File: config.mk
export PLATFORM = sky130hd
export DESIGN_NAME = snapshot_bank
export DESIGN_NICKNAME = d
export VERILOG_FILES = /design/src/rtl/snapshot_bank.sv
export SDC_FILE = /design/constraint.sdc
export NUM_CORES = 1
export LEC_CHECK = 0
export CELL_PAD_IN_SITES_DETAIL_PLACEMENT = 1
export CELL_PAD_IN_SITES_GLOBAL_PLACEMENT = 1
export CORE_UTILIZATION = 40
export CTS_BUF_LIST = sky130_fd_sc_hd__clkbuf_8
export DETAILED_ROUTE_END_ITERATION = 7
export PLACE_DENSITY_LB_ADDON = 0.1
export RECOVER_POWER = 50
export SLEW_MARGIN = 10
export SYNTH_ARGS = -nofsm -noshare
export SYNTH_HDL_FRONTEND = slang
export SYNTH_SLANG_ARGS = --single-unit
File: constraint.sdc
create_clock -name clk -period 3.99 [get_ports clk]
set_input_delay 1.197 -clock clk [delete_from_list [all_inputs] [get_ports clk]]
set_output_delay 1.197 -clock clk [all_outputs]
set_load 0.02 [all_outputs]
File: src/rtl/snapshot_bank.sv
// Circular history of CHANNELS x WIDTH display snapshots with a live
// pass-through mode and a browse mode that steps through older/newer entries.
module snapshot_bank #(
  parameter int WIDTH    = 4,
  parameter int CHANNELS = 4,
  parameter int DEPTH    = 4
) (
  input  logic                          clk,
  input  logic                          rst_n,
  input  logic [CHANNELS*WIDTH-1:0]     value_in,
  input  logic                          store,
  input  logic                          recall,
  input  logic                          prev,
  input  logic                          next,
  input  logic                          exit_view,
  input  logic                          clear,
  output logic [CHANNELS*WIDTH-1:0]     value_out,
  output logic [$clog2(DEPTH)-1:0]      view_age,
  output logic [$clog2(DEPTH+1)-1:0]    count,
  output logic                          full,
  output logic                          empty,
  output logic                          viewing
);

  localparam int DW = CHANNELS * WIDTH;
  localparam int AW = $clog2(DEPTH);
  localparam int CW = $clog2(DEPTH + 1);
  localparam int SW = $clog2(2 * DEPTH);

  localparam logic ST_LIVE = 1'b0;
  localparam logic ST_VIEW = 1'b1;

  logic [DW-1:0] r_mem [DEPTH];
  logic          r_state;
  logic [AW-1:0] r_wr_ptr;
  logic [CW-1:0] r_count;
  logic [AW-1:0] r_view_age;
  logic [DW-1:0] r_value_out;
  logic          r_full;
  logic          r_empty;
  logic          r_viewing;

  logic          w_state_nxt;
  logic [AW-1:0] w_wr_ptr_nxt;
  logic [CW-1:0] w_count_nxt;
  logic [AW-1:0] w_age_nxt;
  logic          w_do_store;
  logic [CW-1:0] w_count_m1;
  logic [AW-1:0] w_last_age;
  logic [SW-1:0] w_sum;
  logic [SW-1:0] w_slot_wide;
  logic [AW-1:0] w_slot;

  assign w_count_m1 = r_count - CW'(1);
  assign w_last_age = w_count_m1[AW-1:0];

  // NOTE: every always_comb output gets a default first, so no path can
  // leave a signal unassigned and infer a latch.
  always_comb begin
    w_state_nxt  = r_state;
    w_wr_ptr_nxt = r_wr_ptr;
    w_count_nxt  = r_count;
    w_age_nxt    = r_view_age;
    w_do_store   = 1'b0;
    if (clear) begin
      w_state_nxt  = ST_LIVE;
      w_wr_ptr_nxt = '0;
      w_count_nxt  = '0;
      w_age_nxt    = '0;
    end else if (r_state == ST_LIVE) begin
      if (store) begin
        w_do_store   = 1'b1;
        w_wr_ptr_nxt = (r_wr_ptr == AW'(DEPTH - 1)) ? '0 : r_wr_ptr + AW'(1);
        if (r_count != CW'(DEPTH))
          w_count_nxt = r_count + CW'(1);
      end else if (recall && (r_count != '0)) begin
        w_state_nxt = ST_VIEW;
        w_age_nxt   = '0;
      end
    end else begin
      if (exit_view) begin
        w_state_nxt = ST_LIVE;
        w_age_nxt   = '0;
      end else if (prev) begin
        w_age_nxt = (r_view_age == w_last_age) ? '0 : r_view_age + AW'(1);
      end else if (next) begin
        w_age_nxt = (r_view_age == '0) ? w_last_age : r_view_age - AW'(1);
      end
    end
  end

  // Slot of the newly selected age: wr_ptr-1-age folded into [0,DEPTH) with a
  // single conditional subtract, so DEPTH need not be a power of two.
  assign w_sum       = SW'(r_wr_ptr) + SW'(DEPTH - 1) - SW'(w_age_nxt);
  assign w_slot_wide = (w_sum >= SW'(DEPTH)) ? w_sum - SW'(DEPTH) : w_sum;
  assign w_slot      = w_slot_wide[AW-1:0];

  // NOTE: the snapshot array is reset explicitly because a cleared history
  // must never expose power-up contents; this keeps it in flops, not RAM.
  always_ff @(posedge clk or negedge rst_n) begin
    if (!rst_n) begin
      for (int i = 0; i < DEPTH; i++)
        r_mem[i] <= '0;
    end else if (w_do_store) begin
      r_mem[r_wr_ptr] <= value_in;
    end
  end

  // NOTE: sequential state uses non-blocking assignments only, so every
  // register samples the pre-edge values regardless of statement order.
  always_ff @(posedge clk or negedge rst_n) begin
    if (!rst_n) begin
      r_state     <= ST_LIVE;
      r_wr_ptr    <= '0;
      r_count     <= '0;
      r_view_age  <= '0;
      r_value_out <= '0;
      r_full      <= 1'b0;
      r_empty     <= 1'b1;
      r_viewing   <= 1'b0;
    end else begin
      r_state     <= w_state_nxt;
      r_wr_ptr    <= w_wr_ptr_nxt;
      r_count     <= w_count_nxt;
      r_view_age  <= w_age_nxt;
      r_value_out <= (w_state_nxt == ST_VIEW) ? r_mem[w_slot] : value_in;
      r_full      <= (w_count_nxt == CW'(DEPTH));
      r_empty     <= (w_count_nxt == '0);
      r_viewing   <= (w_state_nxt == ST_VIEW);
    end
  end

  assign value_out = r_value_out;
  assign view_age  = r_view_age;
  assign count     = r_count;
  assign full      = r_full;
  assign empty     = r_empty;
  assign viewing   = r_viewing;

endmodule
Yosys cells after proc, flatten, opt, wreduce, memory -nomap -nowiden
Index checks and enable logic that the tools add are counted.
Widths: inputs -> output; s select.
- flip-flop bits (word level): 90
- input bits: 24
- word-level logic and storage cells: 70
- $add $sub $neg: 8
- order comparisons: 4
- eq/ne operators: 5
- multiplexer cells: 33
- bitwise gates (word level): 2
- reduce and logical (&&, ||, !) cells: 7
- operators by type and width (cell ; count):
    $bwmux 64 ; 1
    $mux 16 ; 4
    $bmux 16 s2 ; 1
    $demux 16 s2 ; 1
    $mux 2 ; 14
    $mux 3 ; 4
    $ge 3x3->1 const B ; 3
    $mux 1 ; 8
    $not 2->3 ; 2
    $sub 2x1->2 const B ; 3
    $add 2x1->2 const B ; 2
    $add 2x2->3 const B ; 1
    $add 3x1->3 const B ; 1
    $eq 3x3->1 const B ; 1
    $logic_not 3->1 ; 1
    $lt 3x1->1 const B ; 1
    $ne 3x3->1 const B ; 1
    $reduce_bool 3->1 ; 1
    $sub 3x2->3 ; 1
    $eq 2x2->1 ; 1
    $eq 2x2->1 const B ; 1
    $logic_and 1x1->1 ; 2
    $logic_not 2->1 ; 1
    $ne 2x2->1 const B ; 1
    2 further kinds ; 2

Depth between registers and ports, before layout
Gate-level depths: netlist (run 1).
- word-level depth: 15
- gate-level depth with buffers: 13
- gate-level depth less buffers: 12

Least setup slack after synthesis (run 1)
OpenSTA, ideal clock, no wires.
- path type: in2reg
- start: input port next
- end: register r_value_out[6], in the netlist value_out[6]
- setup time: 135 ps
- arrival time: 3223 ps
- setup slack: 632 ps
- cell stages on the path: 11
- buffers on the path: 3
- cells stage by stage: inv_1 -> o21bai_1 -> a2111oi_0 -> a22o_1 -> nand2_1 -> ha_1 -> clkbuf_1 -> clkbuf_1 -> buf_6 -> a2111oi_0 -> o31ai_1
- word-level cells in the longest chain between the ends: 13
- elaborated cells between the ends (all ways): 14
- classes of those cells: add/sub (2); order compare (1); mux (10); bitwise (1)
- RTL lines (what ; line ; RTL):
    start: declaration ; 14 ; input logic next,
    $mux 2 * ; 86 ; end else if (next) begin
    $mux 2 * ; 84 ; end else if (prev) begin
    $mux 2 * ; 81 ; if (exit_view) begin
    $mux 2 * ; 70 ; end else if (r_state == ST_LIVE) begin
    $mux 2 * ; 65 ; if (clear) begin
    $sub 3x2->3 * ; 94 ; assign w_sum = SW'(r_wr_ptr) + SW'(DEPTH - 1) - SW'(w_age_nxt);
    $ge 3x3->1 / $sub 2x1->2 (equally long branches) ; 95 ; assign w_slot_wide = (w_sum >= SW'(DEPTH)) ? w_sum - SW'(DEPTH) : w_sum;
    $mux 2 * ; 95 ;
    $not 2->3 (implied by the code) * ; 126 ; r_value_out <= (w_state_nxt == ST_VIEW) ? r_mem[w_slot] : value_in;
    $bmux 16 s2 * ; 126 ;
    $mux 16 (implied by the code) * (2 in series) ; 126 ;
    $mux 16 * ; 126 ;
    end signal: assignment ; 126 ;
    end: declaration ; 38 ; logic [DW-1:0] r_value_out;
Every way passes the cells marked *; elsewhere a longest branch is shown, timed or not. The select of a mux whose other input is x is not followed.
A chain may end at the register's enable or synchronous reset.

Worst setup path after layout (run 1)
- start: input port prev
- end: register r_value_out[5], in the netlist value_out[5]
- word-level cells in the longest chain between the ends: 12
- elaborated cells between the ends (all ways): 13
- classes of those cells: add/sub (2); order compare (1); mux (9); bitwise (1)
- RTL lines (what ; line ; RTL):
    start: declaration ; 13 ; input logic prev,
    $mux 2 * ; 84 ;
    $mux 2 * ; 81 ;
    $mux 2 * ; 70 ;
    $mux 2 * ; 65 ;
    $sub 3x2->3 * ; 94 ;
    $ge 3x3->1 / $sub 2x1->2 (equally long branches) ; 95 ;
    $mux 2 * ; 95 ;
    $not 2->3 (implied by the code) * ; 126 ;
    $bmux 16 s2 * ; 126 ;
    $mux 16 (implied by the code) * (2 in series) ; 126 ;
    $mux 16 * ; 126 ;
Marked as above.

==> run metrics, run 1 <==
largest delay contributor family on the critical path compound AO/OA/AOI/OAI gates; syn nets 386; Layout Cells excl Fill 548; vias per cell 5.47; Rel. slew slack 11.7%; Final #Nets 440; CTS tree yes; Pins Over Slew Limit 0; Post-Syn Instances 353; worst hold path type reg -> reg; share of cells above drive strength 1 25.7%; Pre-antenna DRT Iters 4; Worst Max-Slew Pin Slew 1330 ps; clk_skew 8.70 ps; clk slew on worst S/H paths 90 ps; DRC viols 0; async set or reset register ratio after synthesis 100%; crit path cell chain clkdlybuf4s50_1 -> o21bai_1 -> a2111oi_0 -> a22o_1 -> nand2_1 -> ha_1 -> xor2_1 -> nand4_1 -> buf_4 -> a221oi_1 -> o31ai_1; Ports 48; critical path class in -> reg; fill count 1109; vias in the first global route 3226; ANT nets after route 0; total power 2.56 mW; H-tree Lvls 3; crit end category flip-flop; Die ar. 0.0113 mm²; Placed Cells 530; Starting Density 41.6%; final wirelength 10600 µm; RSZ-0062 raised after global routing false; first-pass GRT wire length 17700 µm; Root Buffer clkbuf_8; Post-Synthesis Cell Area 0.00436 mm²; synth unique cells 46; Post-synth EDFFs 0; CTS Buf Count 9; status finished, final reports clean; Max clock buf depth 2; Vias 2997; part of the cycle the worst path needs 94.8%; cell area power density 488 mW/mm²; FMAX 264 MHz; gr usage total 20.7%; Slowest-stage cell, CP clkdlybuf4s50_1; CP required 4210 ps; core box area 0.0105 mm²; Leakage 2.23 nW; post-synthesis sequential area ratio 51.7%; Site Rows 37; WP buf/inv 2; First DRT Iteration DRCs 89; final-report hold violation count 0; Worst EP arrival 4000 ps; total grt overflow 0; initial antenna violation count 0; Period minus WS final 3780 ps; biggest cell delay along the critical path 450 ps; min-delay src r_mem[62]$_DFFE_PN0P_; final setup violating endpoints 0; RR Startpoint count[0]$_DFF_PN0_; die height 106 µm; die span in x 106 µm; CTS Sinks 90; Post-DP HPWL 6880 µm; Max-Cap Viols 0; Synth Register Bits 90; WL per Instance 19.4 µm; Avg Cell Area, Syn 12.3 µm²; startpoint types input pin; most used flip-flop cell after synthesis dfrtp_1; largest net degree at the start of global routing 52; hold buffers post-CTS 0; GPL Wtd Cong 0.761; critical path peak fanout 11; synth warn 0; Worst Setup SP prev; number of diodes 0; VDD IR max 275 µV; Area Overhead vs Synth 20.3%; Clk Latency, worst-skew pair 360 ps; port bufs 47
==> through the flow <==
step                      area (µm²)  hold slack, ps  util [%]  TNS (ps)  worst slack, ps
after CTS                       5250             510      50.1         0             81.3
after global placement          5020             481      48.0     -4990             -360
after detailed placement        5020             487      48.0     -5760             -431
after global routing            5240             518      50.1         0             78.0
after floorplan                 4360             473         -         0              632
final                           5240             506      50.1         0              209
==> power by group <==
group | internal [mW] | total [mW] | switching [mW]
clock | 0.327 | 0.663 | 0.335
combinational | 0.354 | 0.641 | 0.287
sequential | 1.14 | 1.26 | 0.113
total | 1.82 | 2.56 | 0.736
==> final cells by class <==
class / count / area (µm²) / share of cell area (%)
inverters: 11 / 41.3 / 0.788
well taps: 136 / 170 / 3.25
clock buffers: 11 / 151 / 2.89
multi-input cells: 228 / 1940 / 36.9
flip-flops and latches: 90 / 2250 / 43.0
repair buffers: 67 / 629 / 12.0
clock inverters: 5 / 60.1 / 1.15
==> path summary, 6_finish.rpt <==
check / endpoint / cells after the start / slack (ps)
worst min register to register: r_mem[62]$_DFFE_PN0P_ / 1 / 510
worst max register to register: value_out[5]$_DFF_PN0_ / 13 / 610
min in group asynchronous: count[2]$_DFF_PN0_ / 1 / 1110
worst min-delay path: r_mem[62]$_DFFE_PN0P_ / 1 / 510
max in group asynchronous: value_out[5]$_DFF_PN0_ / 2 / 1240
worst max-delay path: value_out[5]$_DFF_PN0_ / 11 / 210
==> synthesized netlist by cell type, drive strengths merged (2+ instances only) <==
library cell	count	area, µm²
dfrtp	89	2230
mux2	64	721
nor2b	38	238
nand2	19	71.3
a2111oi	17	149
o31ai	17	141
a221oi	16	140
buf	12	87.6
clkbuf	12	46.3
inv	11	41.3
ha	9	113
nor2	8	30.0
a21oi	4	20.0
and3	4	25.0
xnor2	4	35.0
a31oi	2	18.8
and2	2	12.5
o21ai	2	10.0
==> registers in the layout (all words and copies together) (netlist names) <==
signal	flops
r_wr_ptr	2
value_out	16
full	1
empty	1
viewing	1
view_age	2
count	3
r_mem	64
==> cells by family after synthesis <==
logic type                 count (synthesis)  synth area share [%]
DFF                                       90                  51.7
and+or+nand+nor                           81                  10.7
AOI/OAI and AO/OA                         69                  13.4
muxes                                     64                  16.5
buffers and inverters                     35                  4.02
adders and majority gates                  9                  2.59
xor gates and xnor gates                   5                  1.01
==> what timing repair did <==
action                                 in CTS  in global routing
gates resized for setup                     0                  1
setup endpoints to repair                   5                  6
buffers inserted                            2                  0
endpoints found under the hold margin       0                  0
pin swaps                                   1                  0
gates cloned                                0                  0
==> cell usage in the layout (no fill, tap or decap), types with 3 or more instances in the layout <==
cell type,Yosys,layout
clkbuf_1,11,3
a221oi_1,16,16
clkbuf_8,0,11
nor2_1,8,8
mux2_2,64,64
clkdlybuf4s50_1,0,44
and3_1,4,4
ha_1,9,9
dfrtp_1,89,89
o31ai_1,16,16
a2111oi_0,17,17
nor2b_1,38,38
xnor2_1,4,4
buf_4,1,15
nand2_1,19,19
inv_1,11,11
a21oi_1,4,4
==> metal layers <==
layer | up-vias | global-route usage [%] | wire length (µm)
met1 | 1553 | 26.3 | 4910
met5 | - | 0 | 0
met2 | 39 | 35.9 | 5340
met3 | 8 | 4.48 | 272
met4 | 0 | 4.37 | 99
li1 | 1397 | - | -
(Power assumes the default switching activity.)
==> inputs of run 2 (changes only) <==
REMOVE_ABC_BUFFERS = 1   (was default)
clock period = 4.7 ns   (was 3.99 ns; I/O delays follow)
==> run metrics, run 2 (same netlist as run 1, synthesis figures left out) <==
number of flip-flops in the largest register 64; Post-DP HPWL 6470 µm; First DRT Iteration DRCs 83; CTS Buf Count 9; Period minus WS final 4240 ps; total grt overflow 0; crit end category flip-flop; Design Area, Final 0.00512 mm²; clk_skew 5.08 ps; H-tree Lvls 3; Vias 2939; Worst Max-Slew Pin Slew 2670 ps; setup TNS 0 ps; vias per cell 5.46; initial antenna violation count 0; Seq. cell area 0.00225 mm²; area post-placement 0.00495 mm²; FMAX 236 MHz; worst hold path type reg -> reg; number of post-CTS setup repair buffers 0; port bufs 47; CTS Sinks 90; most common cell after layout, fill and taps aside dfrtp_1; CP required 4960 ps; startpoint types input pin; Pins Over Slew Limit 50; Rel. slew slack -78.2%; failing checks capacitance limit, slew limit; Site Rows 37; critical path class in -> reg; cell area power density 402 mW/mm²; most frequent cells in the layout dfrtp_1, mux2_2, nor2b_1; first-pass GRT wire length 16900 µm; Worst EP arrival 4500 ps; VDD IR max 204 µV; final-report hold violation count 0; Root Buffer clkbuf_8; Finished Core Util 48.9%; final setup violating endpoints 0; DRC viols 0; number of diodes 0; final wirelength 10100 µm; Multi-input gate area 0.00193 mm²; die height 106 µm; hold buffers post-CTS 0; die span in x 106 µm; largest net degree at the start of global routing 65; critical path peak fanout 16; core box area 0.0105 mm²; Pre-antenna DRT Iters 4; vias in the first global route 3095; Area Overhead vs Synth 17.5%; Leakage 2.18 nW; part of the cycle the worst path needs 90.2%; fill count 1114; share of cells above drive strength 1 23.9%; Final #Nets 431; Max clock buf depth 2; GPL Wtd Cong 0.828; WL per Instance 18.8 µm; Clk Latency, worst-skew pair 350 ps; cells resized by post-CTS repair 0; gr usage total 19.8%; ANT nets after route 0; Starting Density 41.6%; register with the most flip-flops r_mem; clk slew on worst S/H paths 80 ps; Die ar. 0.0113 mm²; Ports 48; Max-Cap Viols 1; CTS tree yes; status finished, violations left; RSZ-0062 raised after global routing false
[run 2: final cells by class]
type                            instances  share of cell area, %
Inverter                               11                  0.807
Clock inverter                          4                  0.391
Tap cell                              136                   3.33
Timing Repair Buffer                   58                   10.8
Multi-Input combinational cell        228                   37.7
Clock buffer                           11                   2.96
Sequential cell                        90                   44.0
[run 2: power by group]
part / total (mW) / internal, mW / switching, mW
logic: 0.517 / 0.285 / 0.232
clock network: 0.478 / 0.214 / 0.264
registers: 1.06 / 0.970 / 0.0928
total: 2.06 / 1.47 / 0.589
[run 2: per-layer routing]
metal | vias up | part of all wire [%] | GRT usage [%]
met5 | - | 0 | 0
met3 | 9 | 2.4 | 3.92
met4 | 0 | 1.1 | 5.36
met1 | 1514 | 47 | 26.9
met2 | 35 | 50 | 32.1
li1 | 1381 | - | -
[run 2: worst max-delay path, cell delays in order]
cell and delay [ps]:
clkdlybuf4s50_1 500, o21bai_1 200, a2111oi_0 400, a22o_1 220, nand2_1 60, ha_1 220
xnor2_1 210, nor4_4 810, a2111oi_0 180, o31ai_1 280
[run 2: worst paths after layout]
path                                  startpoint                endpoint  slack [ps]  cells after the start
max                                         prev  value_out[9]$_DFF_PN0_         460                     10
min                        r_mem[55]$_DFFE_PN0P_   r_mem[55]$_DFFE_PN0P_         500                      1
max reg2reg                   count[0]$_DFF_PN0_  value_out[9]$_DFF_PN0_        1170                     12
min reg2reg                r_mem[55]$_DFFE_PN0P_   r_mem[55]$_DFFE_PN0P_         500                      1
max in group asynchronous                  rst_n   r_mem[19]$_DFFE_PN0P_        1070                      2
min in group asynchronous                  rst_n      count[0]$_DFF_PN0_        1880                      1
[run 2: stage by stage]
step                hold slack (ps)  power (mW)  setup WS [ps]  std cells
floorplan                       473        1.41            765        329
global route                    521        2.19            191        538
CTS                             508        2.10            449        538
detailed placement              488        1.61           67.9        523
finish                          501        2.06            459        538
global placement                481        1.58            143        523
==> inputs of run 3 (changes only) <==
CTS_BUF_LIST = default   (was sky130_fd_sc_hd__clkbuf_8)
==> run metrics, run 3 (same netlist as run 1, synthesis figures left out) <==
status finished, violations left; failing checks capacitance limit, slew limit; Ports 48; hold buffers post-CTS 0; CTS Sinks 90; number of flip-flops in the largest register 64; Pins Over Slew Limit 50; FMAX 236 MHz; Worst Max-Slew Pin Slew 2680 ps; crit end category flip-flop; dpl ws 67.9 ps; RSZ-0062 raised after global routing false; ANT nets after route 0; cell area power density 403 mW/mm²; gr usage total 19.8%; biggest cell delay along the critical path 810 ps; register with the most flip-flops r_mem; total power 2.06 mW; startpoint types input pin; Worst path most repeated cell a2111oi_0; final-report hold violation count 0; Max-Cap Viols 1; final setup violating endpoints 0; port bufs 47; min-delay src r_mem[55]$_DFFE_PN0P_; Fin Hold WS 501 ps; Clk Latency, worst-skew pair 360 ps; Worst EP arrival 4500 ps; clk_skew 5.03 ps; Starting Density 41.6%; Post-DP HPWL 6470 µm; number of diodes 0; core box area 0.0105 mm²; first-pass GRT wire length 16900 µm; worst hold path type reg -> reg; Period minus WS final 4240 ps; most frequent cells in the layout dfrtp_1, mux2_2, nor2b_1; GPL Wtd Cong 0.828; Vias 2949; vias per cell 5.48; First DRT Iteration DRCs 84; wire length on met1 4760 µm; Met3 Wirelength 243 µm; CTS tree yes; met2 WL 4990 µm; crit path cell chain clkdlybuf4s50_1 -> o21bai_1 -> a2111oi_0 -> a22o_1 -> nand2_1 -> ha_1 -> xnor2_1 -> nor4_4 -> a2111oi_0 -> o31ai_1; reg2reg path depth 12; part of the cycle the worst path needs 90.2%; share of cells above drive strength 1 23.9%; WP buf/inv 1; critical path class in -> reg; Leakage 2.17 nW; DRC viols 0; die height 106 µm; Area Overhead vs Synth 17.5%; Setup WS post-layout 459 ps; CTS Buf Count 9; WHS Path Cells 1; Rel. slew slack -78.6%; H-tree Lvls 3; Pre-antenna DRT Iters 5; Max clock buf depth 2; vias in the first global route 3095; number of post-CTS setup repair buffers 0; die span in x 106 µm; end of the worst hold path r_mem[55]$_DFFE_PN0P_; critical path peak fanout 16; top layer in use met4; final wirelength 10100 µm; setup TNS 0 ps; total grt overflow 0; Root Buffer clkbuf_8; VDD IR max 204 µV; WL per Instance 18.8 µm; CP required 4960 ps; largest net degree at the start of global routing 65; Slowest-stage cell, CP nor4_4; worst r2r dst value_out[9]$_DFF_PN0_; clk slew on worst S/H paths 80 ps; initial antenna violation count 0; largest delay contributor family on the critical path compound AO/OA/AOI/OAI gates; Site Rows 37; cells resized by post-CTS repair 0; Final #Nets 431; RR Startpoint count[0]$_DFF_PN0_; Die ar. 0.0113 mm²; most common cell after layout, fill and taps aside dfrtp_1; setup slack, reg-to-reg 1170 ps
-- run 3: cell count changes in the layout (fill, tap and decap cells not counted) --
cell and delta:
clkbuf_1 +2, inv_1 -2
-- run 3: per-stage QoR --
stage | utilization [%] | instances | area, µm²
after global routing | 48.9 | 538 | 5120
after global placement | 47.4 | 523 | 4950
after detailed placement | 47.4 | 523 | 4950
after floorplan | - | 329 | 4220
after CTS | 49.0 | 538 | 5130
final | 48.9 | 538 | 5120
-- run 3: cell type report --
cell class | instances | area, µm²
Clock inverter | 2 | 12.5
Sequential cell | 90 | 2250
Timing Repair Buffer | 58 | 554
Fill cell | 1114 | 5350
Multi-Input combinational cell | 228 | 1930
Tap cell | 136 | 170
Inverter | 11 | 41.3
Clock buffer | 13 | 159
-- run 3: worst register-to-register path, cell delays in order (launching register included) --
cell       delay, ps
dfrtp_1          500
inv_1             80
ha_1             350
xnor2_1          280
nor2b_1           80
o21ai_0          190
a22o_1           180
nand2_1           60
ha_1             220
xnor2_1          210
nor4_4           810
a2111oi_0        190
o31ai_1          280
-- run 3: worst max path at each step --
stage / from / end / slack, ps / depth (start not counted)
final: prev / value_out[9]$_DFF_PN0_ / 460 / 10
after global routing: prev / value_out[8]$_DFF_PN0_ / 190 / 10
after CTS: prev / value_out[9]$_DFF_PN0_ / 450 / 10
after detailed placement: prev / value_out[9]$_DFF_PN0_ / 70 / 10
after global placement: prev / value_out[0]$_DFF_PN0_ / 140 / 10
after floorplan: next / value_out[0]$_DFF_PN0_ / 760 / 9
-- run 3: where the power goes --
| group | internal [mW] | total (mW) | switching [mW] |
|---|---|---|---|
| Sequential | 0.970 | 1.06 | 0.0932 |
| Combinational | 0.285 | 0.517 | 0.232 |
| Clock | 0.218 | 0.482 | 0.264 |
| Total | 1.47 | 2.06 | 0.589 |
-- run 3: per-layer routing --
layer  vias up  global-route usage (%)
met5         -                       0
met4         0                    5.36
met3        10                    3.92
met2        34                    32.1
met1      1523                    26.9
li1       1382                       -
